[src/rtl/wb_stage.sv]
// Writeback stage: picks the destination value by rd_sel, waits for and
// extends load data, drives the register-file write port and counts
// retired instructions.
// Ports:
//   clk, reset                 clock and synchronous active-high reset
//   in_valid/in_ready          upstream handshake
//   rd_sel, reg_write, rd_addr decoded writeback controls
//   funct3                     load width/sign
//   alu_result, imm, pc        candidate writeback sources (alu_result is the load address)
//   mem_rvalid, mem_rdata      load data return
//   rf_we, rf_waddr, rf_wdata  register-file write port (registered)
//   mem_err                    one-cycle pulse on load timeout
//   instret                    retired-instruction counter
module wb_stage #(
  parameter int unsigned XLEN        = 32,
  parameter int unsigned MEM_TIMEOUT = 16,
  parameter int unsigned CNT_W       = 32
) (
  input  logic             clk,
  input  logic             reset,
  input  logic             in_valid,
  output logic             in_ready,
  input  logic [1:0]       rd_sel,
  input  logic             reg_write,
  input  logic [4:0]       rd_addr,
  input  logic [2:0]       funct3,
  input  logic [XLEN-1:0]  alu_result,
  input  logic [XLEN-1:0]  imm,
  input  logic [XLEN-1:0]  pc,
  input  logic             mem_rvalid,
  input  logic [XLEN-1:0]  mem_rdata,
  output logic             rf_we,
  output logic [4:0]       rf_waddr,
  output logic [XLEN-1:0]  rf_wdata,
  output logic             mem_err,
  output logic [CNT_W-1:0] instret
);

  localparam int unsigned CW = $clog2(MEM_TIMEOUT + 1);

  typedef enum logic [1:0] {
    IDLE     = 2'd0,
    WAIT_MEM = 2'd1,
    WRITE    = 2'd2
  } state_t;

  state_t          state, state_n;
  logic [CW-1:0]   wait_cnt, cnt_n, cnt_inc;
  logic [4:0]      ld_rd;
  logic [2:0]      ld_f3;
  logic [1:0]      ld_off;
  logic            ld_latch;
  logic            we_n, err_n, inc_n;
  logic [4:0]      waddr_n;
  logic [XLEN-1:0] wdata_n, sel_data, load_ext;
  logic [7:0]      ld_byte;
  logic [15:0]     ld_half;
  logic            xfer, no_write;

  assign in_ready = (state == IDLE) || (state == WRITE);
  assign xfer     = in_valid && in_ready;
  assign no_write = !reg_write || (rd_addr == 5'd0);
  assign cnt_inc  = wait_cnt + CW'(1);

  // Non-load writeback source
  always_comb begin
    case (rd_sel)
      2'b01:   sel_data = imm;
      2'b10:   sel_data = alu_result;
      default: sel_data = pc + XLEN'(4);
    endcase
  end

  // Lane extraction and extension of the returned load word
  always_comb begin
    case (ld_off)
      2'd0:    ld_byte = mem_rdata[7:0];
      2'd1:    ld_byte = mem_rdata[15:8];
      2'd2:    ld_byte = mem_rdata[23:16];
      default: ld_byte = mem_rdata[31:24];
    endcase
    ld_half = ld_off[1] ? mem_rdata[31:16] : mem_rdata[15:0];
    case (ld_f3)
      3'b000:  load_ext = {{(XLEN-8){ld_byte[7]}}, ld_byte};
      3'b001:  load_ext = {{(XLEN-16){ld_half[15]}}, ld_half};
      3'b100:  load_ext = {{(XLEN-8){1'b0}}, ld_byte};
      3'b101:  load_ext = {{(XLEN-16){1'b0}}, ld_half};
      default: load_ext = mem_rdata;
    endcase
  end

  // State and output registers
  always_ff @(posedge clk) begin
    if (reset) begin
      state    <= IDLE;
      wait_cnt <= '0;
      ld_rd    <= '0;
      ld_f3    <= '0;
      ld_off   <= '0;
      rf_we    <= 1'b0;
      rf_waddr <= '0;
      rf_wdata <= '0;
      mem_err  <= 1'b0;
      instret  <= '0;
    end else begin
      state    <= state_n;
      wait_cnt <= cnt_n;
      rf_we    <= we_n;
      rf_waddr <= waddr_n;
      rf_wdata <= wdata_n;
      mem_err  <= err_n;
      if (inc_n) instret <= instret + CNT_W'(1);
      if (ld_latch) begin
        ld_rd  <= rd_addr;
        ld_f3  <= funct3;
        ld_off <= alu_result[1:0];
      end
    end
  end

  // Next-state logic
  always_comb begin
    state_n = state;
    case (state)
      IDLE, WRITE: begin
        if (!xfer)               state_n = IDLE;
        else if (no_write)       state_n = IDLE;
        else if (rd_sel == 2'b00) state_n = WAIT_MEM;
        else                     state_n = WRITE;
      end
      WAIT_MEM: begin
        if (mem_rvalid)                    state_n = WRITE;
        else if (cnt_inc == CW'(MEM_TIMEOUT)) state_n = IDLE;
        else                               state_n = WAIT_MEM;
      end
      default: state_n = IDLE;
    endcase
  end

  // Next values of the registered outputs; write data is captured on entry to WRITE
  always_comb begin
    we_n     = 1'b0;
    err_n    = 1'b0;
    inc_n    = 1'b0;
    waddr_n  = rf_waddr;
    wdata_n  = rf_wdata;
    cnt_n    = wait_cnt;
    ld_latch = 1'b0;
    case (state)
      IDLE, WRITE: begin
        if (xfer) begin
          if (no_write) begin
            inc_n = 1'b1;
          end else if (rd_sel == 2'b00) begin
            ld_latch = 1'b1;
            cnt_n    = '0;
          end else begin
            we_n    = 1'b1;
            inc_n   = 1'b1;
            waddr_n = rd_addr;
            wdata_n = sel_data;
          end
        end
      end
      WAIT_MEM: begin
        if (mem_rvalid) begin
          we_n    = 1'b1;
          inc_n   = 1'b1;
          waddr_n = ld_rd;
          wdata_n = load_ext;
        end else if (cnt_inc == CW'(MEM_TIMEOUT)) begin
          err_n = 1'b1;
          cnt_n = '0;
        end else begin
          cnt_n = cnt_inc;
        end
      end
      default: ;
    endcase
  end

endmodule

[config.mk]
export PLATFORM = sky130hd
export DESIGN_NAME = wb_stage
export DESIGN_NICKNAME = d
export VERILOG_FILES = /design/src/rtl/wb_stage.sv
export SDC_FILE = /design/constraint.sdc
export NUM_CORES = 1
export LEC_CHECK = 0
export BUFFER_PORTS_ARGS = -buffer_cell sky130_fd_sc_hd__clkbuf_2
export CORE_MARGIN = 4
export CORE_UTILIZATION = 32
export DETAILED_ROUTE_END_ITERATION = 16
export PLACE_DENSITY = 0.68
export SLEW_MARGIN = 20
export SYNTH_ARGS = -nofsm -noshare
export SYNTH_HDL_FRONTEND = slang
export SYNTH_SLANG_ARGS = --single-unit
[constraint.sdc]
create_clock -name clk -period 2.1 [get_ports clk]
set_clock_uncertainty 0.2 [all_clocks]
set_input_delay 0.105 -clock clk [delete_from_list [all_inputs] [get_ports clk]]
set_output_delay 0.105 -clock clk [all_outputs]
set_load 0.01 [all_outputs]
==> impl_table.tex <==
\begin{tabular}{lr}
\hline
Metric & Value \\
\hline
\multicolumn{2}{l}{\textbf{Floorplan}} \\
DIE HEIGHT & 142.6 µm \\
Initial Util & 33.07\% \\
Row Count & 48 \\
Standard cell core area & 17,540 µm² \\
IO Pins & 215 \\
Die ar. & 20,340 µm² \\
Horizontal extent of the die & 142.6 µm \\
\multicolumn{2}{l}{\textbf{Drt}} \\
Detailed-route vias per instance & 5.650 \\
Total wirelength of the detailed-routed design & 24.32 mm \\
Post-route ant nets & 0 \\
Avg WL per Cell & 18.73 µm \\
DRC marker count from the first detailed-route iteration & 480 \\
Total via count in the routed design & 7,339 \\
Pre-antenna DRT Iters & 5 \\
Post-route DRC violation count & 0 \\
\multicolumn{2}{l}{\textbf{Clock tree}} \\
H-Tree Level Count & 3 \\
CTS tree & built \\
Clk pin slew, worst setup/hold paths & 0.06 ns \\
Cts bufs inserted & 9 \\
Cell at the root of the clock tree & clkbuf\_16 \\
Number of clock sinks seen by CTS & 87 \\
Maximum clock insertion buffer count & 2 \\
Clock insertion delay at the later pin of the skew report & 0.35 ns \\
\multicolumn{2}{l}{\textbf{STA}} \\
RSZ-0062 raised after global routing & no \\
Final Max Slew Viols & 0 \\
Number of failing hold endpoints at the final stage & 0 \\
Min Tclk post-route & 2.024 ns \\
Worst max-slew margin expressed relative to the limit & 69.36\% \\
Tightest Pin Transition & 0.4557 ns \\
Final setup viols & 0 \\
Period Utilization, post-route & 96.40\% \\
Max Freq & 494.0 MHz \\
Setup TNS & 0 ns \\
Worst slack on hold paths & 0.009506 ns \\
\multicolumn{2}{l}{\textbf{Logic synthesis}} \\
Number of enable flip-flop cells after synthesis & 0 \\
Dominant combinational cell family by area after synthesis & compound AO/OA/AOI/OAI gates \\
Syn. warnings & 0 \\
Proportion of synthesized area in mux cells & 2.589\% \\
Synthesized-area fraction occupied by and/or/nand/nor cells & 26.86\% \\
Synthesized-area fraction occupied by xor and xnor cells & 3.776\% \\
Top cells by count, synth & dfxtp\_1 (87), nand2\_1 (84), a21oi\_1 (59) \\
Post-synthesis cell type count & 72 \\
Synthesized flop and latch total & 87 \\
Cells after synthesis & 752 \\
Post-synthesis cell area & 5799 µm² \\
Mean instance size in the synthesized netlist & 7.712 µm² \\
Fraction of registers with async set or reset after synthesis & 0\% \\
Sequential area share after synthesis & 30.03\% \\
Dominant synthesized flop cell & dfxtp\_1 \\
Fraction of the mapped netlist area in adder cells & 1.294\% \\
Share of the synthesized area in the top cell type & 30.03\% \\
Cell types with the largest area share after synthesis & dfxtp\_1 (30\%), nand2\_1 (5.4\%), a21oi\_1 (5.1\%), nor2\_1 (3.4\%), nand3\_1 (3.2\%) \\
Most common cell in the synthesized netlist & dfxtp\_1 \\
Largest area contributor in the synthesized netlist & dfxtp\_1 \\
Net count of the mapped netlist & 901 \\
Post-synthesis compound-gate area fraction & 29.92\% \\
\multicolumn{2}{l}{\textbf{Placement}} \\
Port-buffer cells & 214 \\
GP Congestion & 0.9658 \\
Detailed Place HPWL & 18.93 mm \\
Cell total after placement & 1,237 \\
Placed cell areas & 7752 µm² \\
\multicolumn{2}{l}{\textbf{Global route}} \\
Pin count of the biggest net entering global routing & 66 \\
Total GRT Usage & 22.61\% \\
Fraction of met2 tracks used by global routing & 38.25\% \\
Busiest layer in global routing & met2 \\
Via count of the first global-routing pass & 6,941 \\
Total congestion overflow after global routing & 0 \\
Met1 Usage GRT & 27.01\% \\
Initial antenna violation count & 0 \\
First-pass GRT wire length & 36.27 mm \\
Met3 Resource Use GR & 5.961\% \\
\multicolumn{2}{l}{\textbf{Finish}} \\
\# nets final & 1,218 \\
Inserted Diodes & 0 \\
Post-route insts no fill & 1,299 \\
Total of fill cells in the finished design & 1,679 \\
Area occupied by multi-input gates & 3810 µm² \\
Total non-filler cell area in the finished layout & 8617 µm² \\
Register area & 1759 µm² \\
Share of layout cells above drive strength 1 & 36.13\% \\
Area grow syn2layout & 48.59\% \\
\multicolumn{2}{l}{\textbf{Critical path}} \\
Required time reported for the critical path endpoint & 2.12 ns \\
Data arrival, critical path & 2.05 ns \\
Kind of start point of the critical path & input pin \\
CP Class & in2reg \\
Highest net fanout along the worst path & 7 \\
Sequence of cells on the critical path & dlygate4sd3\_1 -> clkbuf\_2 -> mux4\_2 -> nand3\_1 -> nand2\_2 -> o21ai\_0 -> o31ai\_1 \\
Critical-path cell with the highest stage delay & dlygate4sd3\_1 \\
Largest incremental delay on the critical path & 0.55 ns \\
Worst setup slack for register-to-register paths & 0.10 ns \\
Critical Path End Type & register \\
\multicolumn{2}{l}{\textbf{Pwr}} \\
Power, Total & 4.549 mW \\
Leakage power figure & 3.540 nW \\
Max rail drop VDD & 0.0004529 V \\
PD cells & 527.9 nW/µm² \\
\multicolumn{2}{l}{\textbf{Min path}} \\
Class of the tightest hold or removal check & in2reg \\
\multicolumn{2}{l}{\textbf{Run status}} \\
Status & finished clean \\
\multicolumn{2}{l}{\textbf{Flow run}} \\
Max Cap Violations & 0 \\
\hline
\end{tabular}
-- state kept, by name, summed over array words and instances, names as in the netlist --
signal and cells:
instret 32, ld_f3 3, ld_off 2, ld_rd 5, mem_err 1, rf_waddr 5, rf_wdata 32, state 2
wait_cnt 5
-- worst paths after layout --
| check | start | to | cells past startpoint |
|---|---|---|---|
| setup / recovery | mem_rdata[7] | rf_wdata[24] | 7 |
| hold / removal | mem_rdata[16] | rf_wdata[16] | 3 |
| setup reg to reg | ld_off[1] | rf_wdata[24] | 5 |
| hold reg to reg | ld_rd[1] | ld_rd[1] | 2 |
-- report_power, final --
part | switching [mW] | internal (mW)
Clock | 0.698 | 1.08
Sequential | 0.0464 | 1.71
Combinational | 0.551 | 0.469
-- through the flow --
| step | utilization (%) | setup slack [ns] |
|---|---|---|
| global placement | 44.21 | -0.1208 |
| finish | 49.14 | 0.07562 |
| CTS | 48.55 | 0.01611 |
| global route | 49.14 | 0.0002240 |
| floorplan | - | 0.01089 |
| detailed placement | 44.21 | -0.1533 |
-- kinds of logic after synthesis --
logic type	Yosys count
flip-flops	87
buffers and inverters	81
adder cells (fa/ha/maj)	6
XOR/XNOR	25
multiplexers	13
AO/OA/AOI/OAI	242
AND/OR/NAND/NOR	298
-- routing by layer --
layer	vias up	part of all wire [%]
met5	-	0
met4	0	4.1
met3	60	8.8
met2	331	47
met1	3425	40
li1	3523	-
-- cell type report --
type,count,area share (%)
clock inverter,5,0.9438
timing repair buffer,361,27.21
multi-input combinational,584,44.21
tap,225,3.267
clock buffer,11,2.817
inverter,26,1.133
sequential,87,20.42
-- layout by cell type (no fill, tap or decap), types with 12 or more instances in the layout --
cell	synthesis	routed
nand3_1	37	37
xnor2_1	15	15
a311oi_1	18	18
o211ai_1	12	12
a21oi_1	59	57
clkbuf_2	0	214
nor3_1	16	16
nor2_1	52	51
dfxtp_1	87	77
inv_1	25	25
buf_4	0	99
a31oi_1	19	18
nand2_1	84	82
dlygate4sd3_1	0	43
a22oi_1	18	18
o21ai_0	20	19
a221oi_1	13	13
nand4_1	22	22
-- repair_timing --
item / 4_1_cts / 5_1_grt
hold endpoints to repair: 45 / 0
gates resized for setup: 3 / 25
hold buffers: 43 / 0
setup endpoints to repair: 12 / 45
pin swaps: 0 / 4
setup buffers: 0 / 3
-- worst max-delay path, delay by kind of cell --
kind | cells | cell delay (ns)
buffers and inverters | 2 | 0.68
muxes | 1 | 0.49
and+or+nand+nor | 2 | 0.28
AOI/OAI and AO/OA | 2 | 0.49
(Power assumes the default switching activity.)
